--- src/rtl/rs_pkg.sv ---
// Shared RS(15,9) definitions over GF(16), primitive polynomial x^4+x+1.
// Used by both the encoder and the decoder so the two sides agree on field,
// code dimensions and generator polynomial.
//   N, K, NPAR    : code length, message length, parity symbol count
//   GF_EXP        : alpha^i table, alpha = 0x2
//   G0..G5, G_VEC : generator coefficients g(x) = x^6 + G5 x^5 + ... + G0
//   gf16_mul      : polynomial-basis GF(16) product
//   enc_state_t   : encoder FSM states
package rs_pkg;

    localparam int N    = 15;
    localparam int K    = 9;
    localparam int NPAR = 6;

    localparam logic [3:0] GF_EXP [0:14] = '{
        4'h1, 4'h2, 4'h4, 4'h8, 4'h3, 4'h6, 4'hC, 4'hB,
        4'h5, 4'hA, 4'h7, 4'hE, 4'hF, 4'hD, 4'h9
    };

    // g(x) = (x - a^1)(x - a^2)...(x - a^6)
    localparam logic [3:0] G5 = 4'h7;  // a^10
    localparam logic [3:0] G4 = 4'h9;  // a^14
    localparam logic [3:0] G3 = 4'h3;  // a^4
    localparam logic [3:0] G2 = 4'hC;  // a^6
    localparam logic [3:0] G1 = 4'hA;  // a^9
    localparam logic [3:0] G0 = 4'hC;  // a^6

    localparam logic [23:0] G_VEC = {G5, G4, G3, G2, G1, G0};

    typedef enum logic [1:0] {
        ST_IDLE  = 2'd0,
        ST_SHIFT = 2'd1,
        ST_DONE  = 2'd2
    } enc_state_t;

    // Shift-and-add multiply; x^4 folds back as x + 1 (0x3).
    function automatic logic [3:0] gf16_mul(input logic [3:0] a, input logic [3:0] b);
        logic [3:0] acc;
        logic [3:0] sh;
        acc = 4'h0;
        sh  = a;
        for (int i = 0; i < 4; i++) begin
            if (b[i]) acc = acc ^ sh;
            sh = sh[3] ? ({sh[2:0], 1'b0} ^ 4'h3) : {sh[2:0], 1'b0};
        end
        return acc;
    endfunction

endpackage

--- src/rtl/gf16_const_mul.sv ---
// Multiply a GF(16) symbol by a fixed coefficient.
//   COEF : constant multiplier (parameter)
//   a    : 4-bit input symbol
//   p    : 4-bit product a * COEF
// Every column of the product matrix is a constant, so this reduces to a
// pure XOR network once synthesis folds the constants.
module gf16_const_mul
    import rs_pkg::*;
#(
    parameter logic [3:0] COEF = 4'h1
) (
    input  logic [3:0] a,
    output logic [3:0] p
);

    always_comb begin
        p = 4'h0;
        for (int k = 0; k < 4; k++) begin
            if (a[k]) p = p ^ gf16_mul(COEF, 4'(1 << k));
        end
    end

endmodule

--- src/rtl/rs15_9_encoder.sv ---
// Systematic RS(15,9) encoder, one message symbol per clock through a
// 6-stage LFSR that divides m(x)*x^6 by g(x).
//   clk           : clock, rising edge
//   rst           : synchronous active-high reset
//   messageIn     : 9 symbols, symbol k at [4k+3:4k]
//   encodeMessage : start strobe, honoured only in IDLE
//   codeWordOut   : 15 symbols, message in [59:24], parity in [23:0]
//   codeWordValid : one-cycle pulse when codeWordOut is refreshed
//   encoderBusy   : high from start until the valid cycle has passed
module rs15_9_encoder
    import rs_pkg::*;
(
    input  logic        clk,
    input  logic        rst,
    input  logic [35:0] messageIn,
    input  logic        encodeMessage,
    output logic [59:0] codeWordOut,
    output logic        codeWordValid,
    output logic        encoderBusy
);

    enc_state_t  state;
    enc_state_t  state_next;
    logic        load;
    logic        shift_en;
    logic        done;

    logic [35:0] msg_sr;
    logic [3:0]  par [0:5];
    logic [3:0]  cnt;
    logic [3:0]  fb;
    logic [3:0]  fb_prod [0:5];

    // Highest remaining message symbol sits in the top nibble.
    assign fb = msg_sr[35:32] ^ par[5];

    for (genvar j = 0; j < 6; j++) begin : g_mul
        gf16_const_mul #(.COEF(G_VEC[4*j +: 4])) u_mul (
            .a (fb),
            .p (fb_prod[j])
        );
    end

    always_ff @(posedge clk) begin
        if (rst) state <= ST_IDLE;
        else     state <= state_next;
    end

    always_comb begin
        state_next = state;
        case (state)
            ST_IDLE:  if (encodeMessage) state_next = ST_SHIFT;
            ST_SHIFT: if (cnt == 4'd8)   state_next = ST_DONE;
            ST_DONE:  state_next = ST_IDLE;
            default:  state_next = ST_IDLE;
        endcase
    end

    always_comb begin
        load     = (state == ST_IDLE) && encodeMessage;
        shift_en = (state == ST_SHIFT);
        done     = (state == ST_DONE);
    end

    always_ff @(posedge clk) begin
        if (rst) begin
            msg_sr        <= '0;
            cnt           <= '0;
            codeWordOut   <= '0;
            codeWordValid <= 1'b0;
            encoderBusy   <= 1'b0;
            for (int j = 0; j < 6; j++) par[j] <= 4'h0;
        end else begin
            if (load) begin
                msg_sr <= messageIn;
                cnt    <= '0;
                for (int j = 0; j < 6; j++) par[j] <= 4'h0;
            end
            if (shift_en) begin
                // Rotate rather than shift: after 9 steps the register holds
                // the original message again, ready for the codeword.
                msg_sr <= {msg_sr[31:0], msg_sr[35:32]};
                cnt    <= cnt + 4'd1;
                par[0] <= fb_prod[0];
                for (int j = 1; j < 6; j++) par[j] <= par[j-1] ^ fb_prod[j];
            end
            if (done) begin
                codeWordOut <= {msg_sr, par[5], par[4], par[3], par[2], par[1], par[0]};
            end
            codeWordValid <= done;
            // Busy covers the valid cycle too, since DONE cannot accept a start.
            encoderBusy   <= (state_next != ST_IDLE) || done;
        end
    end

endmodule
--- config.mk ---
export PLATFORM = sky130hd
export DESIGN_NAME = rs15_9_encoder
export DESIGN_NICKNAME = d
export VERILOG_FILES = /design/src/rtl/rs_pkg.sv /design/src/rtl/gf16_const_mul.sv /design/src/rtl/rs15_9_encoder.sv
export SDC_FILE = /design/constraint.sdc
export NUM_CORES = 1
export LEC_CHECK = 0
export ABC_AREA = 0
export BUFFER_PORTS_ARGS = -buffer_cell sky130_fd_sc_hd__buf_4
export CAP_MARGIN = 20
export CORE_AREA = 4 4 134 136
export DETAILED_ROUTE_END_ITERATION = 8
export DIE_AREA = 0 0 138 140
export MAX_ROUTING_LAYER = met4
export PLACE_DENSITY = 0.48
export SETUP_SLACK_MARGIN = 0.3
export SYNTH_ARGS = -nofsm -noshare
export SYNTH_HDL_FRONTEND = slang
export SYNTH_SLANG_ARGS = --single-unit
--- constraint.sdc ---
create_clock -name clk -period 2.71 [get_ports clk]
set_input_delay 0.813 -clock clk [delete_from_list [all_inputs] [get_ports clk]]
set_output_delay 0.813 -clock clk [all_outputs]
set_load 0.02 [all_outputs]
==> results of run 1 <==
[metrics by stage]
stage / total power (W) / std cells / instance area [um2] / worst slack [ns] / util (%)
global route: 0.00557 / 849 / 6540 / 0.588 / 38.6
global placement: 0.00307 / 817 / 5930 / 0.0764 / 35.0
floorplan: 0.00285 / 517 / 4920 / 0.510 / -
detailed placement: 0.00308 / 817 / 5930 / 0.0722 / 35.0
CTS: 0.00540 / 848 / 6530 / 0.425 / 38.5
finish: 0.00532 / 849 / 6540 / 0.752 / 38.6
[cell usage after synthesis (4+ instances only)]
| library cell | instances | area, um2 |
|---|---|---|
| a211oi_1 | 5 | 37.5 |
| clkbuf_1 | 30 | 113 |
| xnor2_1 | 15 | 131 |
| a222oi_1 | 31 | 310 |
| a21oi_1 | 62 | 310 |
| dfxtp_1 | 104 | 2080 |
| buf_2 | 4 | 20.0 |
| xor2_1 | 10 | 87.6 |
| edfxtp_1 | 24 | 721 |
| nor2_1 | 31 | 116 |
| and2_1 | 4 | 25.0 |
| inv_1 | 36 | 135 |
| o22ai_1 | 5 | 31.3 |
| nand2_1 | 126 | 473 |
[worst max-delay path, stage by stage, from the launching register on]
cell	delay, ns
dfxtp_1	0.40
xnor2_2	0.53
xnor2_1	0.20
xnor2_1	0.39
mux2i_1	0.26
[cell families after synthesis]
logic type / Yosys count
AND/OR/NAND/NOR: 170
XOR/XNOR: 33
adder cells (fa/ha/maj): 2
multiplexers: 3
flip-flops: 128
AO/OA/AOI/OAI: 110
buffers and inverters: 71
[area by class of cell]
cell class | count | share of cell area (%)
well taps | 225 | 4.30
clock buffers | 23 | 7.63
multi-input cells | 318 | 28.6
flip-flops and latches | 128 | 42.8
repair buffers | 110 | 12.9
inverters | 37 | 2.12
clock inverters | 8 | 1.55
[report_power, final]
group / switching, W / internal (W) / total, W / leakage, nW
Combinational: 0.000404 / 0.000408 / 0.000813 / 1.32
Sequential: 0.000126 / 0.00209 / 0.00221 / 1.12
Clock: 0.000820 / 0.00148 / 0.00230 / 0.295
[layout by cell type (no fill, tap or decap), types with 3 or more instances in the layout]
master and count:
clkbuf_16 18, and2_1 4, a21oi_1 62, xnor2_2 3
o22ai_1 5, nor2_1 29, buf_4 108, clkbuf_8 3
inv_1 36, dfxtp_1 104, xnor3_2 3, xor2_1 10
edfxtp_1 24, a222oi_1 31, o21ai_0 3, nand2_1 125
nand2b_1 3, xnor2_1 15, a211oi_1 5
[per-layer routing]
layer / share of wire [%] / GRT usage [%]
met1: 47 / 17.8
met2: 46 / 20.6
met3: 4.9 / 4.06
met4: 1.9 / 5.10
met5: 0 / -
[flip-flops by register name, summed over array words and instances (netlist names)]
signal / flops
state: 2
cnt: 4
encoderBusy: 1
msg_sr: 36
codeWordValid: 1
par: 24
codeWordOut: 60
[how the worst max path moves through the flow]
stage	startpoint	to	slack, ns	depth (start not counted)
CTS	state[1]$_SDFF_PP0_	par[0][19]$_SDFFCE_PN0P_	0.43	4
finish	msg_sr[34]$_SDFFE_PP0P_	par[0][22]$_SDFFCE_PN0P_	0.75	4
global placement	encodeMessage	par[0][9]$_SDFFCE_PN0P_	0.08	5
detailed placement	encodeMessage	par[0][9]$_SDFFCE_PN0P_	0.07	5
floorplan	encodeMessage	par[0][0]$_SDFFCE_PN0P_	0.51	4
global route	state[0]$_SDFF_PP0_	codeWordOut[21]$_SDFFE_PP0P_	0.59	5
==> flow_metrics.py, run 1 <==
metrics = {
    "run_status": {
        "status": "complete, no violations",
    },
    "power_and_ir_drop": {
        "p_leak_nw": 2.73,
        "ir_worst_vdd_mv": 0.435,
        "pwr_density_cell_mw_per_mm2": 814,
    },
    "grt": {
        "grt_overflow": 0,
        "antenna_found_initial": 0,
        "grt_pass1_vias": 3886,
        "grt_pass1_wl_um": 20500,
        "grt_usage_pct": 13.8,
        "grt_max_degree": 70,
    },
    "logic_synthesis": {
        "synth.distinct_cells": 31,
        "synthCells": 517,
        "synthMuxAreaShare_pct": 0.635,
        "ys.flop_type": "dfxtp_1",
        "synthAdderAreaFrac_pct": 0.508,
        "synthArstFlopShare_pct": 0,
        "syn_avg_cell_area_um2": 9.52,
        "synth-compound-area-share_pct": 15.0,
        "syn-cell-area_mm2": 0.00492,
        "seq_area_frac_synth_pct": 56.9,
        "yosys_register_bits": 128,
        "synth_top_family_by_area": "compound AO/OA/AOI/OAI gates",
        "yosys.area_share.simple_pct": 13.6,
        "synth_fp_nets": 558,
        "synth_edf_count": 24,
        "synth_warnings": 0,
        "yosys.area_share.xor_xnor_pct": 7.78,
    },
    "floorplanning": {
        "core_area_mm2": 0.0169,
        "die_h_um": 140,
        "std_cell_rows": 48,
        "start_util_pct": 29.1,
        "die_x_um": 138,
        "ios": 101,
        "die-area_mm2": 0.0193,
    },
    "cts": {
        "htreeDepth": 4,
        "hold_buffers": 0,
        "clock_latency_ns": 0.42,
        "tritoncts": "yes",
        "cts_made_buffers": 17,
        "cts_resized": 0,
        "root_buffer": "clkbuf_16",
        "clockBufferDepth": 2,
        "numClockSinks": 128,
        "path_clk_slew_ns": 0.06,
        "postCtsSetupRepairBufs": 0,
    },
    "sta": {
        "rsz0062_at_grt": "no",
        "skew_ns": 0.0151,
        "fmax_ghz": 0.511,
        "tightest_slew_ns": 0.727,
        "max-slew-margin-rel_pct": 51.5,
        "setup_viol": 0,
        "drv_slew": 0,
        "period_needed_ns": 1.96,
        "holdWs_ns": 0.453,
        "fin_crit_sh_pct": 72.3,
        "finalHoldViolCount": 0,
        "tns_ns": 0,
    },
    "setup_path": {
        "regToRegEndpoint": "par[0][22]$_SDFFCE_PN0P_",
        "crit_path_end_kind": "flip-flop",
        "critPathLaunchType": "flip-flop",
        "r2r_slack_ns": 0.75,
        "critPathKind": "flip-flop to flip-flop",
        "critical_path_peak_fanout": 7,
        "required_ns": 2.96,
        "r2r-start": "msg_sr[34]$_SDFFE_PP0P_",
        "r2r.worst_path.cells": 4,
        "crit_arrival_ns": 2.21,
    },
    "route": {
        "vias": 3916,
        "first_pass_iters": 8,
        "drt_wl_total_um": 13000,
        "drc": 0,
        "vias_per_cell": 4.61,
        "antenna_left": 0,
        "wl_per_cell_um": 15.3,
        "drtIter0Drc": 424,
    },
    "layout": {
        "multiInputGateArea_mm2": 0.00187,
        "antenna_cells": 0,
        "finalNetCount": 653,
        "fillers": 1724,
        "synthToLayoutAreaGrowth_pct": 32.9,
        "regArea_mm2": 0.00280,
        "drive_gt1_share_pct": 24.7,
    },
    "placement": {
        "dp_hpwl_um": 9030,
        "gp_congestion": 0.811,
        "io_buffers": 100,
    },
    "hold_path": {
        "worstHoldPathCells": 2,
        "hold_path.class": "flip-flop to flip-flop",
        "whs_endpoint": "codeWordOut[41]$_SDFFE_PP0P_",
        "hold_start": "codeWordOut[41]$_SDFFE_PP0P_",
    },
    "job": {
        "max_cap_viol_count": 0,
    },
}
No activity file was read; power rests on OpenSTA's default activity.
==> inputs of run 2 (changes only) <==
--- a/config.mk
+++ b/config.mk
@@ -5,12 +5,12 @@
 export SDC_FILE = /design/constraint.sdc
 export NUM_CORES = 1
 export LEC_CHECK = 0
-export ABC_AREA = 0
+export ABC_AREA = 1
 export BUFFER_PORTS_ARGS = -buffer_cell sky130_fd_sc_hd__buf_4
 export CAP_MARGIN = 20
-export CORE_AREA = 4 4 134 136
+export CORE_AREA = 4 4 138 140
 export DETAILED_ROUTE_END_ITERATION = 8
-export DIE_AREA = 0 0 138 140
+export DIE_AREA = 0 0 142 144
 export MAX_ROUTING_LAYER = met4
 export PLACE_DENSITY = 0.48
 export SETUP_SLACK_MARGIN = 0.3
==> constraint.sdc (replaced) <==
create_clock -name clk -period 1.9 [get_ports clk]
set_input_delay 0.57 -clock clk [delete_from_list [all_inputs] [get_ports clk]]
set_output_delay 0.57 -clock clk [all_outputs]
set_load 0.02 [all_outputs]
==> run 2 against run 1 <==
  * Worst hold slack worse by 0.089 ns
  * Routed wire length up 15%
  * Clock power up 33%
  * Final area up 5.1%
  * Power up 28%
  * Sequential share of layout area down 2.1 points
  * Critical path depth up 6
  * Register-to-register slack worse by 0.39 ns
  * First-iteration DRC count down 29%
  * Sequential power up 35%
==> flow_metrics.py, run 2 <==
metrics = {
    "run_status": {
        "status": "complete, no violations",
    },
    "power_and_ir_drop": {
        "ir_worst_vdd_mv": 0.626,
        "total_power_w": 0.00681,
        "pwr_density_cell_mw_per_mm2": 990,
        "p_leak_nw": 3.01,
    },
    "logic_synthesis": {
        "yosysTopAreaCellShare_pct": 39.8,
        "synthArstFlopShare_pct": 0,
        "synthMuxAreaShare_pct": 0,
        "synth.distinct_cells": 36,
        "synth-compound-area-share_pct": 17.1,
        "yosys.area_share.xor_xnor_pct": 2.32,
        "yosys.area_share.simple_pct": 19.4,
        "synthTopCellsByArea": "dfxtp_1 (40%), edfxtp_1 (14%), nand2_1 (7.9%)",
        "synth_edf_count": 24,
        "seq_area_frac_synth_pct": 53.6,
        "ys.flop_type": "dfxtp_1",
        "synthTopCellsByCount": "nand2_1 (110), dfxtp_1 (104), nor2_1 (90)",
        "synth_fp_nets": 643,
        "yosys_register_bits": 128,
        "syn_avg_cell_area_um2": 8.69,
        "synth_top_family_by_area": "simple AND/OR/NAND/NOR gates",
        "yosysMostFrequentCell": "nand2_1",
        "synthAdderAreaFrac_pct": 0.478,
        "synth_largest_area_cell": "dfxtp_1",
        "synth_warnings": 0,
        "synthCells": 602,
        "syn-cell-area_mm2": 0.00523,
    },
    "floorplanning": {
        "die_x_um": 142,
        "start_util_pct": 29.3,
        "die-area_mm2": 0.0204,
        "ios": 101,
        "core_area_mm2": 0.0178,
        "std_cell_rows": 49,
        "die_h_um": 144,
    },
    "setup_path": {
        "crit_path_end_kind": "flip-flop",
        "cp_slowest_cell": "edfxtp_1",
        "required_ns": 2.06,
        "crit_top_cell": "nand2_1",
        "critPathLaunchType": "flip-flop",
        "critPathKind": "flip-flop to flip-flop",
        "crit_arrival_ns": 1.69,
        "cp_cell_sequence": "inv_2 > nand2_1 > nand2_2 > nand2_2 > nand2_4 > inv_2 > nand2_1 > nand3_1 > nand2_1 > nor2_1",
        "max_stage_delay_ns": 0.42,
        "critical_path_peak_fanout": 6,
    },
    "sta": {
        "finalHoldViolCount": 0,
        "fin_crit_sh_pct": 80.9,
        "rsz0062_at_grt": "no",
        "tightest_slew_ns": 0.675,
        "holdWs_ns": 0.364,
        "drv_slew": 0,
        "tns_ns": 0,
        "period_needed_ns": 1.54,
        "fmax_ghz": 0.651,
        "max-slew-margin-rel_pct": 55.0,
        "setup_viol": 0,
        "skew_ns": 0.00768,
    },
    "job": {
        "max_cap_viol_count": 0,
    },
    "layout": {
        "largest_register": "codeWordOut",
        "final_common_cell": "buf_4",
        "antenna_cells": 0,
        "reg_top3": "codeWordOut: 60 flops, msg_sr: 36 flops, par: 24 flops",
        "finalNetCount": 747,
        "largest_reg_flops": 60,
        "final_cell_mix": "buf_4 (113), dfxtp_1 (103), nand2_1 (96)",
        "drive_gt1_share_pct": 30.5,
        "fin_util_pct": 38.6,
        "synthToLayoutAreaGrowth_pct": 31.4,
        "layoutNonFillerInstCount": 948,
    },
    "placement": {
        "gp_congestion": 0.879,
        "io_buffers": 100,
        "placed_cells": 911,
        "dp_hpwl_um": 10700,
    },
    "grt": {
        "grt_overflow": 0,
        "antenna_found_initial": 0,
        "grt_pass1_wl_um": 23300,
        "grt_usage_pct": 15.1,
        "grt_max_degree": 61,
        "grt_pass1_vias": 4403,
    },
    "route": {
        "wl_met1_um": 6550,
        "antenna_left": 0,
        "detailroute.wirelength.met3_um": 751,
        "first_pass_iters": 6,
        "drt_wl_total_um": 14900,
        "vias": 4408,
        "vias_per_cell": 4.65,
        "top_layer": "met4",
        "drtIter0Drc": 301,
        "wl_met2_um": 7330,
        "drc": 0,
        "wl_per_cell_um": 15.7,
    },
    "cts": {
        "htreeDepth": 4,
        "numClockSinks": 128,
        "clockBufferDepth": 2,
        "cts_made_buffers": 17,
        "root_buffer": "clkbuf_16",
        "path_clk_slew_ns": 0.06,
        "tritoncts": "yes",
        "hold_buffers": 0,
        "clock_latency_ns": 0.41,
    },
    "hold_path": {
        "hold_path.class": "input pin to flip-flop",
    },
}
## run 2: through the flow
stage / cell area [um2] / setup WS [ns]
floorplan: 5250 / 0.255
global placement: 6190 / 0.271
detailed placement: 6190 / 0.259
CTS: 6760 / 0.274
global route: 6880 / 0.287
finish: 6880 / 0.363
## run 2: worst max-delay path, delay by kind of cell (launching register included)
kind	cells	cell delay, ns
simple gates	8	0.70
buf+inv	2	0.15
flops	1	0.42
## run 2: cells by family after synthesis
logic type               Yosys count
AO/OA/AOI/OAI                    146
XOR/XNOR                          13
adder cells (fa/ha/maj)            2
buffers and inverters             75
flip-flops                       128
AND/OR/NAND/NOR                  238
## run 2: per-layer routing
layer  GRT usage [%]  vias up
li1                -     2204
met1            18.5     2084
met5               -        -
met3            3.54       19
met2            24.2      101
met4            5.86        0
## run 2: cell type report
| class | count | area [um2] |
|---|---|---|
| Fill cell | 1825 | 11000 |
| Sequential cell | 128 | 2800 |
| Multi-Input combinational cell | 399 | 2150 |
| Timing Repair Buffer | 116 | 900 |
| Clock buffer | 22 | 485 |
| Tap cell | 229 | 287 |
| Inverter | 44 | 176 |
| Clock inverter | 10 | 76.3 |
## run 2: timing repair
item | in CTS | in global routing
pin swaps | 0 | 8
resized for setup | 2 | 29
setup buffers | 0 | 5
setup endpoints to repair | 9 | 19
## run 2: worst paths after layout
kind                       startpoint                       end  slack [ns]  depth (start not counted)
max          par[0][21]$_SDFFCE_PN0P_  par[0][22]$_SDFFCE_PN0P_        0.36                         10
min                     messageIn[26]   msg_sr[26]$_SDFFE_PP0P_        0.36                          3
max reg2reg  par[0][21]$_SDFFCE_PN0P_  par[0][22]$_SDFFCE_PN0P_        0.36                         10
min reg2reg       cnt[3]$_SDFFE_PP0P_       cnt[3]$_SDFFE_PP0P_        0.49                          2
## run 2: where the power goes
group	leakage [nW]	switching [W]	total, W	internal [W]
Sequential	1.12	0.0000884	0.00298	0.00289
Combinational	1.64	0.000482	0.000776	0.000295
Clock	0.257	0.00123	0.00306	0.00182
Total	3.01	0.00180	0.00681	0.00501
==> inputs of run 3 (changes only) <==
--- a/config.mk
+++ b/config.mk
@@ -5,14 +5,14 @@
 export SDC_FILE = /design/constraint.sdc
 export NUM_CORES = 1
 export LEC_CHECK = 0
-export ABC_AREA = 1
+export ABC_AREA = 0
 export BUFFER_PORTS_ARGS = -buffer_cell sky130_fd_sc_hd__buf_4
 export CAP_MARGIN = 20
-export CORE_AREA = 4 4 138 140
+export CORE_AREA = 4 4 134 136
 export DETAILED_ROUTE_END_ITERATION = 8
-export DIE_AREA = 0 0 142 144
+export DIE_AREA = 0 0 138 140
 export MAX_ROUTING_LAYER = met4
-export PLACE_DENSITY = 0.48
+export PLACE_DENSITY = 0.5
 export SETUP_SLACK_MARGIN = 0.3
 export SYNTH_ARGS = -nofsm -noshare
 export SYNTH_HDL_FRONTEND = slang
==> constraint.sdc (replaced) <==
create_clock -name clk -period 1.2 [get_ports clk]
set_input_delay 0.36 -clock clk [delete_from_list [all_inputs] [get_ports clk]]
set_output_delay 0.36 -clock clk [all_outputs]
set_load 0.02 [all_outputs]
==> run 3 against run 2 <==
  * Highest routed layer unchanged
  * Global-route usage is 3.6 points higher
  * First-iteration DRC count is 49% higher
  * The run now ends with negative setup slack left
  * Routed wire length is 26% higher
  * Largest cell class is now buffers
  * Clock power is 74% higher
==> flow_metrics.py, run 3 (same netlist as run 1, synthesis figures left out) <==
metrics = {
    "layout": {
        "finalNetCount": 781,
        "largest_register": "codeWordOut",
        "layoutNonFillerInstCount": 978,
        "multiInputGateArea_mm2": 0.00293,
        "synthToLayoutAreaGrowth_pct": 100,
        "fin_area_mm2": 0.00987,
        "final_common_cell": "buf_6",
        "final_cell_mix": "buf_6 (96), buf_4 (86), dfxtp_2 (66)",
        "regArea_mm2": 0.00289,
        "fillers": 1353,
        "drive_gt1_share_pct": 69.2,
        "reg_top3": "codeWordOut: 60 flops, msg_sr: 36 flops, par: 24 flops",
        "antenna_cells": 0,
        "largest_reg_flops": 60,
    },
    "setup_path": {
        "required_ns": 1.36,
        "regToRegEndpoint": "par[0][23]$_SDFFCE_PN0P_",
        "cp_slowest_cell": "xnor3_2",
        "r2r.worst_path.cells": 4,
        "crit_arrival_ns": 1.86,
        "cp_cell_sequence": "xor2_4 > xnor3_2 > xor2_1 > nor2_1",
        "critPathLaunchType": "flip-flop",
        "worst-path-buf-inv": 0,
        "crit_family": "XOR/XNOR gates",
        "max_stage_delay_ns": 0.50,
        "r2r_slack_ns": -0.50,
        "crit_path_end_kind": "flip-flop",
        "critical_path_peak_fanout": 5,
        "critPathKind": "flip-flop to flip-flop",
        "r2r-start": "par[0][23]$_SDFFCE_PN0P_",
    },
    "hold_path": {
        "whs_endpoint": "msg_sr[9]$_SDFFE_PP0P_",
        "hold_path.class": "input pin to flip-flop",
        "hold_start": "messageIn[9]",
        "worstHoldPathCells": 3,
    },
    "cts": {
        "htreeDepth": 4,
        "hold_buffers": 0,
        "tritoncts": "yes",
        "numClockSinks": 128,
        "clockBufferDepth": 2,
        "path_clk_slew_ns": 0.06,
        "clock_latency_ns": 0.42,
        "cts_made_buffers": 17,
        "root_buffer": "clkbuf_16",
    },
    "sta": {
        "tightest_slew_ns": 0.856,
        "setup_viol": 213,
        "drv_slew": 0,
        "max-slew-margin-rel_pct": 42.9,
        "rsz0062_at_grt": "yes",
        "layout_setup_ws_ns": -0.501,
        "finalHoldViolCount": 0,
        "tns_ns": -47.67,
        "fin_crit_sh_pct": 142,
        "period_needed_ns": 1.70,
        "skew_ns": 0.00803,
        "fmax_ghz": 0.588,
    },
    "grt": {
        "grt_usage_pct": 18.7,
        "antenna_found_initial": 0,
        "grt_max_degree": 54,
        "grt_pass1_vias": 4741,
        "grt_overflow": 0,
        "grt_pass1_wl_um": 27500,
    },
    "route": {
        "drtIter0Drc": 447,
        "drt_wl_total_um": 18700,
        "vias_per_cell": 4.96,
        "drc": 0,
        "first_pass_iters": 8,
        "wl_per_cell_um": 19.1,
        "antenna_left": 0,
        "vias": 4848,
    },
    "floorplanning": {
        "core_area_mm2": 0.0169,
        "die_x_um": 138,
        "ios": 101,
        "start_util_pct": 29.1,
        "die_h_um": 140,
        "die-area_mm2": 0.0193,
        "std_cell_rows": 48,
    },
    "placement": {
        "gp_congestion": 0.802,
        "preCtsSetupSlack_ns": -0.482,
        "place_area_mm2": 0.00639,
        "io_buffers": 100,
        "dp_hpwl_um": 9830,
        "placed_cells": 847,
    },
    "power_and_ir_drop": {
        "p_leak_nw": 4.72,
        "pwr_density_cell_mw_per_mm2": 1390,
        "ir_worst_vdd_mv": 0.920,
    },
    "job": {
        "max_cap_viol_count": 0,
    },
    "run_status": {
        "violations": "negative setup slack",
        "status": "finished with violations",
    },
}
==> run 3: routing by layer <==
metal	global-route usage, %	vias to the layer above	share of wire (%)
li1	-	2248	-
met1	24.6	2413	43
met2	29.5	161	50
met3	3.79	26	4.8
met4	5.25	0	1.5
met5	-	-	0
==> run 3: what timing repair did <==
item	CTS	global route
pin swaps	68	119
endpoints found under the setup margin	214	214
endpoints found under the hold margin	0	0
cloned	24	2
setup buffers	43	30
resized for setup	284	152
==> run 3: power breakdown <==
part           switching (W)  total (W)  leakage (nW)  internal (W)
combinational        0.00144    0.00329          3.28       0.00185
sequential          0.000432    0.00515          1.15       0.00471
clock                0.00203    0.00531         0.295       0.00327
total                0.00391     0.0137          4.72       0.00984
==> run 3: through the flow <==
step                      util (%)  hold slack, ns  total power [W]
after floorplan                  -           0.443          0.00659
after global placement        37.8           0.449          0.00724
after detailed placement      37.8           0.451          0.00726
after CTS                     53.1           0.148           0.0132
after global routing          58.3           0.159           0.0143
final                         58.3           0.170           0.0137
==> run 3: final cells by class <==
| class | instances | share of cell area (%) |
|---|---|---|
| Inverter | 37 | 1.67 |
| Timing Repair Buffer | 236 | 30.2 |
| Multi-Input combinational cell | 320 | 29.7 |
| Clock buffer | 19 | 4.70 |
| Tap cell | 225 | 2.85 |
| Sequential cell | 128 | 29.3 |
| Clock inverter | 13 | 1.56 |
==> run 3: worst max-delay path by stage <==
| stage | from | endpoint | slack [ns] | cells past startpoint |
|---|---|---|---|---|
| finish | par[0][23]$_SDFFCE_PN0P_ | par[0][23]$_SDFFCE_PN0P_ | -0.50 | 4 |
| global route | par[0][23]$_SDFFCE_PN0P_ | par[0][20]$_SDFFCE_PN0P_ | -0.54 | 4 |
| CTS | par[0][23]$_SDFFCE_PN0P_ | par[0][11]$_SDFFCE_PN0P_ | -0.45 | 4 |
| detailed placement | par[0][23]$_SDFFCE_PN0P_ | par[0][9]$_SDFFCE_PN0P_ | -0.48 | 5 |
| global placement | par[0][23]$_SDFFCE_PN0P_ | par[0][4]$_SDFFCE_PN0P_ | -0.43 | 5 |
| floorplan | par[0][23]$_SDFFCE_PN0P_ | par[0][11]$_SDFFCE_PN0P_ | -0.42 | 4 |
==> run 3: tightest hold or removal path, cell delays in order <==
cell and delay (ns):
buf_4 0.08, a222oi_1 0.07, inv_1 0.05
